**config.mk**
```make
export PLATFORM = sky130hd
export DESIGN_NAME = reg_scoreboard
export DESIGN_NICKNAME = d
export VERILOG_FILES = /design/src/rtl/reg_scoreboard_pkg.sv /design/src/rtl/reg_scoreboard_sb_reg_counter.sv /design/src/rtl/reg_scoreboard.sv
export SDC_FILE = /design/constraint.sdc
export NUM_CORES = 1
export LEC_CHECK = 0
export CAP_MARGIN = 15
export CORE_MARGIN = 2
export CORE_UTILIZATION = 30
export CTS_CLUSTER_SIZE = 16
export DETAILED_ROUTE_END_ITERATION = 8
export GPL_TIMING_DRIVEN = 0
export PLACE_DENSITY_LB_ADDON = 0.15
export REMOVE_ABC_BUFFERS = 1
export SLEW_MARGIN = 20
export SYNTH_ARGS = -nofsm -noshare
export SYNTH_HDL_FRONTEND = slang
export SYNTH_HIERARCHICAL = 1
export SYNTH_SLANG_ARGS = --single-unit
```
**constraint.sdc**
```tcl
create_clock -name clk -period 6 [get_ports clk]
set_input_delay 1.2 -clock clk [delete_from_list [all_inputs] [get_ports clk]]
set_output_delay 1.2 -clock clk [all_outputs]
set_load 0.02 [all_outputs]
```
**src/rtl/reg_scoreboard_pkg.sv**
```systemverilog
// Shared types and constants for the register scoreboard.
//   REG_ADDR_W      : architectural register address width
//   SB_NUM_REGS     : number of architectural integer registers (x0 untracked)
//   SB_MAX_INFLIGHT : max simultaneous in-flight writers of one register
//   SB_CNT_W        : per-register counter width
//   sb_cnt_t        : per-register counter type
//   decoded_inst_t  : source-operand view of the instruction sitting in ID
package reg_scoreboard_pkg;

  localparam int REG_ADDR_W      = 5;
  localparam int SB_NUM_REGS     = 32;
  localparam int SB_MAX_INFLIGHT = 3;
  localparam int SB_CNT_W        = $clog2(SB_MAX_INFLIGHT + 1);

  typedef logic [SB_CNT_W-1:0] sb_cnt_t;

  typedef struct packed {
    logic                  valid;
    logic [REG_ADDR_W-1:0] rs1;
    logic                  en_rs1;
    logic [REG_ADDR_W-1:0] rs2;
    logic                  en_rs2;
  } decoded_inst_t;

  // A source operand only matters when it is read and is not x0.
  function automatic logic src_live(input logic en, input logic [REG_ADDR_W-1:0] rs);
    return en && (rs != '0);
  endfunction

endpackage

```
**src/rtl/reg_scoreboard_sb_reg_counter.sv**
```systemverilog
// sb_reg_counter: in-flight writer count for one architectural register.
// Ports:
//   clk, reset_n : clock, async active-low reset
//   inc          : a writer of this register leaves ID (already gated by flush)
//   dec          : a writer of this register retires from WB
//   flush_clr    : pipeline flush, counter is reloaded
//   flush_keep   : during flush, the surviving WB writer targets this register
//   count        : current count
//   nonzero      : count != 0
//   ovf, unf     : overflow / underflow event this cycle (not sticky)
module sb_reg_counter
  import reg_scoreboard_pkg::*;
#(
  parameter int MAX_INFLIGHT = SB_MAX_INFLIGHT,
  parameter int CNT_W        = $clog2(MAX_INFLIGHT + 1)
) (
  input  logic             clk,
  input  logic             reset_n,
  input  logic             inc,
  input  logic             dec,
  input  logic             flush_clr,
  input  logic             flush_keep,
  output logic [CNT_W-1:0] count,
  output logic             nonzero,
  output logic             ovf,
  output logic             unf
);

  localparam logic [CNT_W-1:0] CNT_MAX = CNT_W'(MAX_INFLIGHT);
  localparam logic [CNT_W-1:0] CNT_ONE = CNT_W'(1);

  logic at_max;
  logic at_zero;

  assign at_max  = (count == CNT_MAX);
  assign at_zero = (count == '0);

  // Flush reloads the counter, so any inc/dec that cycle is not an error.
  assign ovf     = !flush_clr && inc && !dec && at_max;
  assign unf     = !flush_clr && dec && !inc && at_zero;
  assign nonzero = !at_zero;

  always_ff @(posedge clk or negedge reset_n) begin
    if (!reset_n) begin
      count <= '0;
    end else if (flush_clr) begin
      count <= flush_keep ? CNT_ONE : '0;
    end else if (inc && !dec) begin
      if (!at_max) count <= count + CNT_ONE;
    end else if (dec && !inc) begin
      if (!at_zero) count <= count - CNT_ONE;
    end
  end

endmodule

```
**src/rtl/reg_scoreboard.sv**
```systemverilog
// reg_scoreboard: per-register in-flight writer counts for ID RAW stalls.
// Optional build macro: SCOREBOARD_WB_BYPASS_EN -- when defined, a source
// whose only in-flight writer is retiring this cycle does not stall
// (write-first regfile makes the value visible in the same cycle).
// Ports:
//   clk, reset_n                       : clock, async active-low reset
//   id_valid, id_rs1/2, id_en_rs1/2    : instruction in ID and its sources
//   issue_fire, issue_en_rd, issue_rd  : ID -> EX advance and its destination
//   retire_fire, retire_rd             : WB register write commit
//   flush, wb_keep_valid, wb_keep_rd   : EX/MEM kill and surviving WB writer
//   id_stall                           : combinational RAW stall for ID
//   busy_vec                           : bit i set while register i has writers
//   sb_error                           : sticky counter over/underflow
module reg_scoreboard
  import reg_scoreboard_pkg::*;
#(
  parameter int NUM_REGS     = SB_NUM_REGS,
  parameter int MAX_INFLIGHT = SB_MAX_INFLIGHT,
  parameter int CNT_W        = $clog2(MAX_INFLIGHT + 1)
) (
  input  logic                  clk,
  input  logic                  reset_n,
  input  logic                  id_valid,
  input  logic [REG_ADDR_W-1:0] id_rs1,
  input  logic                  id_en_rs1,
  input  logic [REG_ADDR_W-1:0] id_rs2,
  input  logic                  id_en_rs2,
  input  logic                  issue_fire,
  input  logic                  issue_en_rd,
  input  logic [REG_ADDR_W-1:0] issue_rd,
  input  logic                  retire_fire,
  input  logic [REG_ADDR_W-1:0] retire_rd,
  input  logic                  flush,
  input  logic                  wb_keep_valid,
  input  logic [REG_ADDR_W-1:0] wb_keep_rd,
  output logic                  id_stall,
  output logic [NUM_REGS-1:0]   busy_vec,
  output logic                  sb_error
);

  decoded_inst_t id_inst;

  logic [CNT_W-1:0]    cnt [NUM_REGS];
  logic [NUM_REGS-1:0] nz;
  logic [NUM_REGS-1:0] ovf;
  logic [NUM_REGS-1:0] unf;

  assign id_inst = '{valid:  id_valid,
                     rs1:    id_rs1,
                     en_rs1: id_en_rs1,
                     rs2:    id_rs2,
                     en_rs2: id_en_rs2};

  // x0 is hardwired zero: no counter, never busy, never an error source.
  assign cnt[0] = '0;
  assign nz[0]  = 1'b0;
  assign ovf[0] = 1'b0;
  assign unf[0] = 1'b0;

  for (genvar r = 1; r < NUM_REGS; r++) begin : g_cnt
    localparam logic [REG_ADDR_W-1:0] RA = REG_ADDR_W'(r);

    logic inc;
    logic dec;
    logic keep;

    // An issue coinciding with flush is itself killed, so it never counts.
    assign inc  = issue_fire && issue_en_rd && (issue_rd == RA) && !flush;
    assign dec  = retire_fire && (retire_rd == RA);
    assign keep = wb_keep_valid && (wb_keep_rd == RA);

    sb_reg_counter #(
      .MAX_INFLIGHT (MAX_INFLIGHT),
      .CNT_W        (CNT_W)
    ) u_cnt (
      .clk        (clk),
      .reset_n    (reset_n),
      .inc        (inc),
      .dec        (dec),
      .flush_clr  (flush),
      .flush_keep (keep),
      .count      (cnt[r]),
      .nonzero    (nz[r]),
      .ovf        (ovf[r]),
      .unf        (unf[r])
    );
  end

  assign busy_vec = nz;

  logic [CNT_W-1:0] cnt_rs1;
  logic [CNT_W-1:0] cnt_rs2;
  logic             stall_rs1;
  logic             stall_rs2;

  assign cnt_rs1 = cnt[id_inst.rs1];
  assign cnt_rs2 = cnt[id_inst.rs2];

  always_comb begin
    stall_rs1 = src_live(id_inst.en_rs1, id_inst.rs1) && (cnt_rs1 != '0);
    stall_rs2 = src_live(id_inst.en_rs2, id_inst.rs2) && (cnt_rs2 != '0);
`ifdef SCOREBOARD_WB_BYPASS_EN
    // Only bypass when the retiring writer is the last one in flight;
    // with count > 1 a younger writer still owns the register.
    if (retire_fire && (retire_rd == id_inst.rs1) && (cnt_rs1 == CNT_W'(1)))
      stall_rs1 = 1'b0;
    if (retire_fire && (retire_rd == id_inst.rs2) && (cnt_rs2 == CNT_W'(1)))
      stall_rs2 = 1'b0;
`endif
  end

  assign id_stall = id_inst.valid && (stall_rs1 || stall_rs2);

  always_ff @(posedge clk or negedge reset_n) begin
    if (!reset_n) begin
      sb_error <= 1'b0;
    end else if ((|ovf) || (|unf)) begin
      sb_error <= 1'b1;
    end
  end

endmodule

```
==> summary.txt, run 1 <==
Share of the synthesized area in the top cell type -> 26.1%
Routed vias/inst -> 5.56
Count of flip-flops with a built-in enable after synthesis -> 0
RSZ-0062 raised after global routing -> no
Number of cells traversed by the worst register-to-register path -> 5
Final cell utilization of the core -> 37.3%
Worst-path cell chain -> clkdlybuf4s50_1 > mux4_1 > mux4_2 > nor2_1 > a31oi_1 > nand3_1 > clkdlybuf4s50_1
Maximum operating frequency -> 186 MHz
Clock slew seen by the registers of the worst setup and hold paths -> 0.06 ns
Start of the worst register-to-register path -> g_cnt[23].u_cnt/count[0]
CP Max Fanout -> 13
Wire length per cell after detailed routing -> 18.8 um
CTS tree -> built
Share of async-settable or async-resettable flops after synthesis -> 100%
Area leader, netlist -> sky130_fd_sc_hd__dfrtp_1
Sequential area share after synthesis -> 26.1%
Most frequent cell after synthesis -> sky130_fd_sc_hd__nor2_1
Clk Latency, worst-skew pair -> 0.35 ns
Number of instances on the worst hold path -> 2
Fill cells -> 2,095
Area of the core region -> 19,600 um2
Count of distinct cell types in the synthesized netlist -> 37
Per-instance average area after synthesis -> 7.53 um2
Root cell of the clock tree -> sky130_fd_sc_hd__clkbuf_16
Post-synthesis instance total -> 803
Tightest slew margin relative to the limit -> 47.7%
Post-route non-filler standard cell count -> 1,134
Sum of negative setup slack -> 0 ns
Aggregate global-route resource usage -> 20.1%
CP most frequent cell -> sky130_fd_sc_hd__clkdlybuf4s50_1
Slowest CP cell -> sky130_fd_sc_hd__clkdlybuf4s50_1
Footprint of the flip-flops and latches -> 1580 um2
Syn. warnings -> 6
Setup repair bufs after CTS -> 0
Area contributors post-synth -> sky130_fd_sc_hd__dfrtp_1, sky130_fd_sc_hd__nor2_1, sky130_fd_sc_hd__ha_1, sky130_fd_sc_hd__a21oi_1, sky130_fd_sc_hd__o21ai_0
HPWL Detailed -> 16,000 um
Number of maximum-capacitance violations -> 0
Worst hold path startpoint -> g_cnt[31].u_cnt/count[0]
Leftover overflow at the end of global routing -> 0
Lkg Pwr -> 0.00243 uW
Post-layout nets -> 931
Areal power density over the cells -> 155 nW/um2
I/O pin count -> 69
Post-cts hold buffer count -> 0
Number of buffers inserted during clock tree synthesis -> 9
DRT Wirelength -> 21,400 um
Worst setup startpoint -> id_rs1[0]
Via count -> 6,308
DRT antenna net count -> 0
Most instantiated cells after synthesis -> sky130_fd_sc_hd__nor2_1, sky130_fd_sc_hd__a21oi_1, sky130_fd_sc_hd__o21ai_0, sky130_fd_sc_hd__dfrtp_1, sky130_fd_sc_hd__nor3_1
Buffer levels on the longest clock path -> 2
Category of the critical setup timing path -> in -> out
Run status -> completed
Post-cts repair resize count -> 0
Time the worst path needs with I/O delays and setup -> 5.39 ns
Largest net degree at the start of global routing -> 93
Die Width -> 146 um
Clock sink count -> 63
Stage delay of the slowest cell on the critical path -> 0.95 ns
Dpl cells -> 1,119
Slew @ Worst Pin -> 0.778 ns
Synthesis-stage register bit count -> 63
Pre-Repair DR Iteration Count -> 5
Vias in the first global route -> 6,002
Class of the worst hold path -> reg -> reg
Final count of negative-setup-slack endpoints -> 0
Post-route clock skew -> 0.0102 ns
Violation count after the first detailed-routing iteration -> 559
Area added between synthesis and finish -> 20.7%
Final-report hold violation count -> 0
Kind of end point of the critical path -> primary output
Post-synth design cell area -> 6050 um2
Maximum level of the CTS H-tree -> 3
Buffers added on ports -> 67
Data required time at the worst endpoint -> 4.80 ns
Layout cells sized above 1 -> 13.6%
Post-route clock period utilization -> 89.8%
Antenna violations before repair -> 0
Chip height -> 146 um
Count of standard-cell rows -> 51
Data arrival at the endpoint of the critical path -> 4.19 ns
Area of the die -> 21,300 um2
Most frequently used flop master after synthesis -> sky130_fd_sc_hd__dfrtp_1
Total DRC errors in the routed layout -> 0
Initial Utilization -> 30.9%
Maximum resistive drop on vdd -> 0.000131 V
Global-route wire length before repair -> 33,300 um
Area taken by multi-input logic gates -> 4160 um2
Type of element launching the critical path -> input pin
Number of diodes added for antenna fixing -> 0
Routability cong. -> 0.853
Max-slew violation total from the final report -> 0
==> cells in the final DEF, fill, tap and decap left out, types with 32 or more instances in the layout <==
master,n
sky130_fd_sc_hd__o21ai_0,66
sky130_fd_sc_hd__nor2_1,117
sky130_fd_sc_hd__nand3_1,41
sky130_fd_sc_hd__or2_2,32
sky130_fd_sc_hd__nor4_1,47
sky130_fd_sc_hd__clkdlybuf4s50_1,65
sky130_fd_sc_hd__dfrtp_1,63
sky130_fd_sc_hd__inv_1,32
sky130_fd_sc_hd__a21oi_1,66
sky130_fd_sc_hd__nor2b_1,35
sky130_fd_sc_hd__nor3_1,53
==> stage by stage <==
stage / hold slack, ns / total power, uW / worst slack, ns / instance area [um2]
detailed placement: 0.600 / 632 / 0.606 / 7020
CTS: 0.612 / 1150 / 0.602 / 7300
finish: 0.610 / 1130 / 0.612 / 7300
floorplan: 0.563 / 520 / 2.31 / 5970
global route: 0.646 / 1180 / 0.492 / 7300
global placement: 0.601 / 629 / -2.75 / 6970
==> worst max-delay path: cells and delay by family <==
kind	cells	cell delay, ns
AO/OA/AOI/OAI	1	0.05
buffers and inverters	2	1.56
multiplexers	2	1.17
AND/OR/NAND/NOR	2	0.20
==> routing by layer <==
metal / share of wire, % / vias to the layer above / track usage [%]
li1: - / 3142 / -
met1: 49 / 2974 / 28.2
met2: 44 / 161 / 31.1
met3: 4.7 / 31 / 3.54
met4: 2.5 / 0 / 6.99
met5: 0 / - / 0
==> layout make-up <==
class,instances,share of cell area (%)
clock buffer,15,3.81
tap,265,4.54
multi-input combinational,659,57.0
timing repair buffer,69,9.82
inverter,63,3.24
sequential,63,21.6
==> report_power, final <==
part	internal, uW	switching (uW)	leakage, uW
clock	312	197	0.000136
sequential	431	8.62	0.000871
combinational	70.3	116	0.00142
total	813	322	0.00243
==> cell families after synthesis <==
family,Yosys count,synth area share (%)
adder cells (fa/ha/maj),31,6.41
AO/OA/AOI/OAI,209,23.1
other,1,0.0620
AND/OR/NAND/NOR,407,34.9
buffers and inverters,81,5.15
multiplexers,11,4.28
flip-flops,63,26.1
==> flip-flops by register name (all words and copies together) (netlist names) <==
| signal | cells |
|---|---|
| g_cnt.u_cnt/count | 62 |
| sb_error | 1 |
==> path summary, 6_finish.rpt <==
| check | to | slack [ns] |
|---|---|---|
| min reg2reg | g_cnt[31].u_cnt/count[1] | 0.61 |
| max reg2reg | sb_error | 3.79 |
| max | id_stall | 0.61 |
| min in group asynchronous | g_cnt[5].u_cnt/count[0] | 0.79 |
| max in group asynchronous | g_cnt[16].u_cnt/count[0] | 4.63 |
| min | g_cnt[31].u_cnt/count[1] | 0.61 |
Power figures use the tool's default switching activity.
==> inputs of run 2 (changes only) <==
clock period = 6.9 ns   (was 6 ns; I/O delays follow)
==> results of run 2 <==
Same layout as run 1 (identical final DEF). Status: completed.
Among the figures that moved: setup slack after placement 0.606 ns -> 1.15 ns; setup slack after layout 0.612 ns -> 1.15 ns; register-to-register setup slack 3.79 ns -> 4.69 ns; total power 1130 uW -> 987 uW; worst IR drop on VDD 0.000131 V -> 0.000114 V
==> inputs of run 3 (changes only) <==
clock period = 5.75 ns   (was 6.9 ns; I/O delays follow)
==> results of run 3 <==
Same layout as run 1 (identical final DEF). Status: completed.
Among the figures that moved: setup slack after placement 0.606 ns -> 0.456 ns; setup slack after layout 0.612 ns -> 0.462 ns; register-to-register setup slack 3.79 ns -> 3.54 ns; total power 1130 uW -> 1180 uW; worst IR drop on VDD 0.000131 V -> 0.000137 V
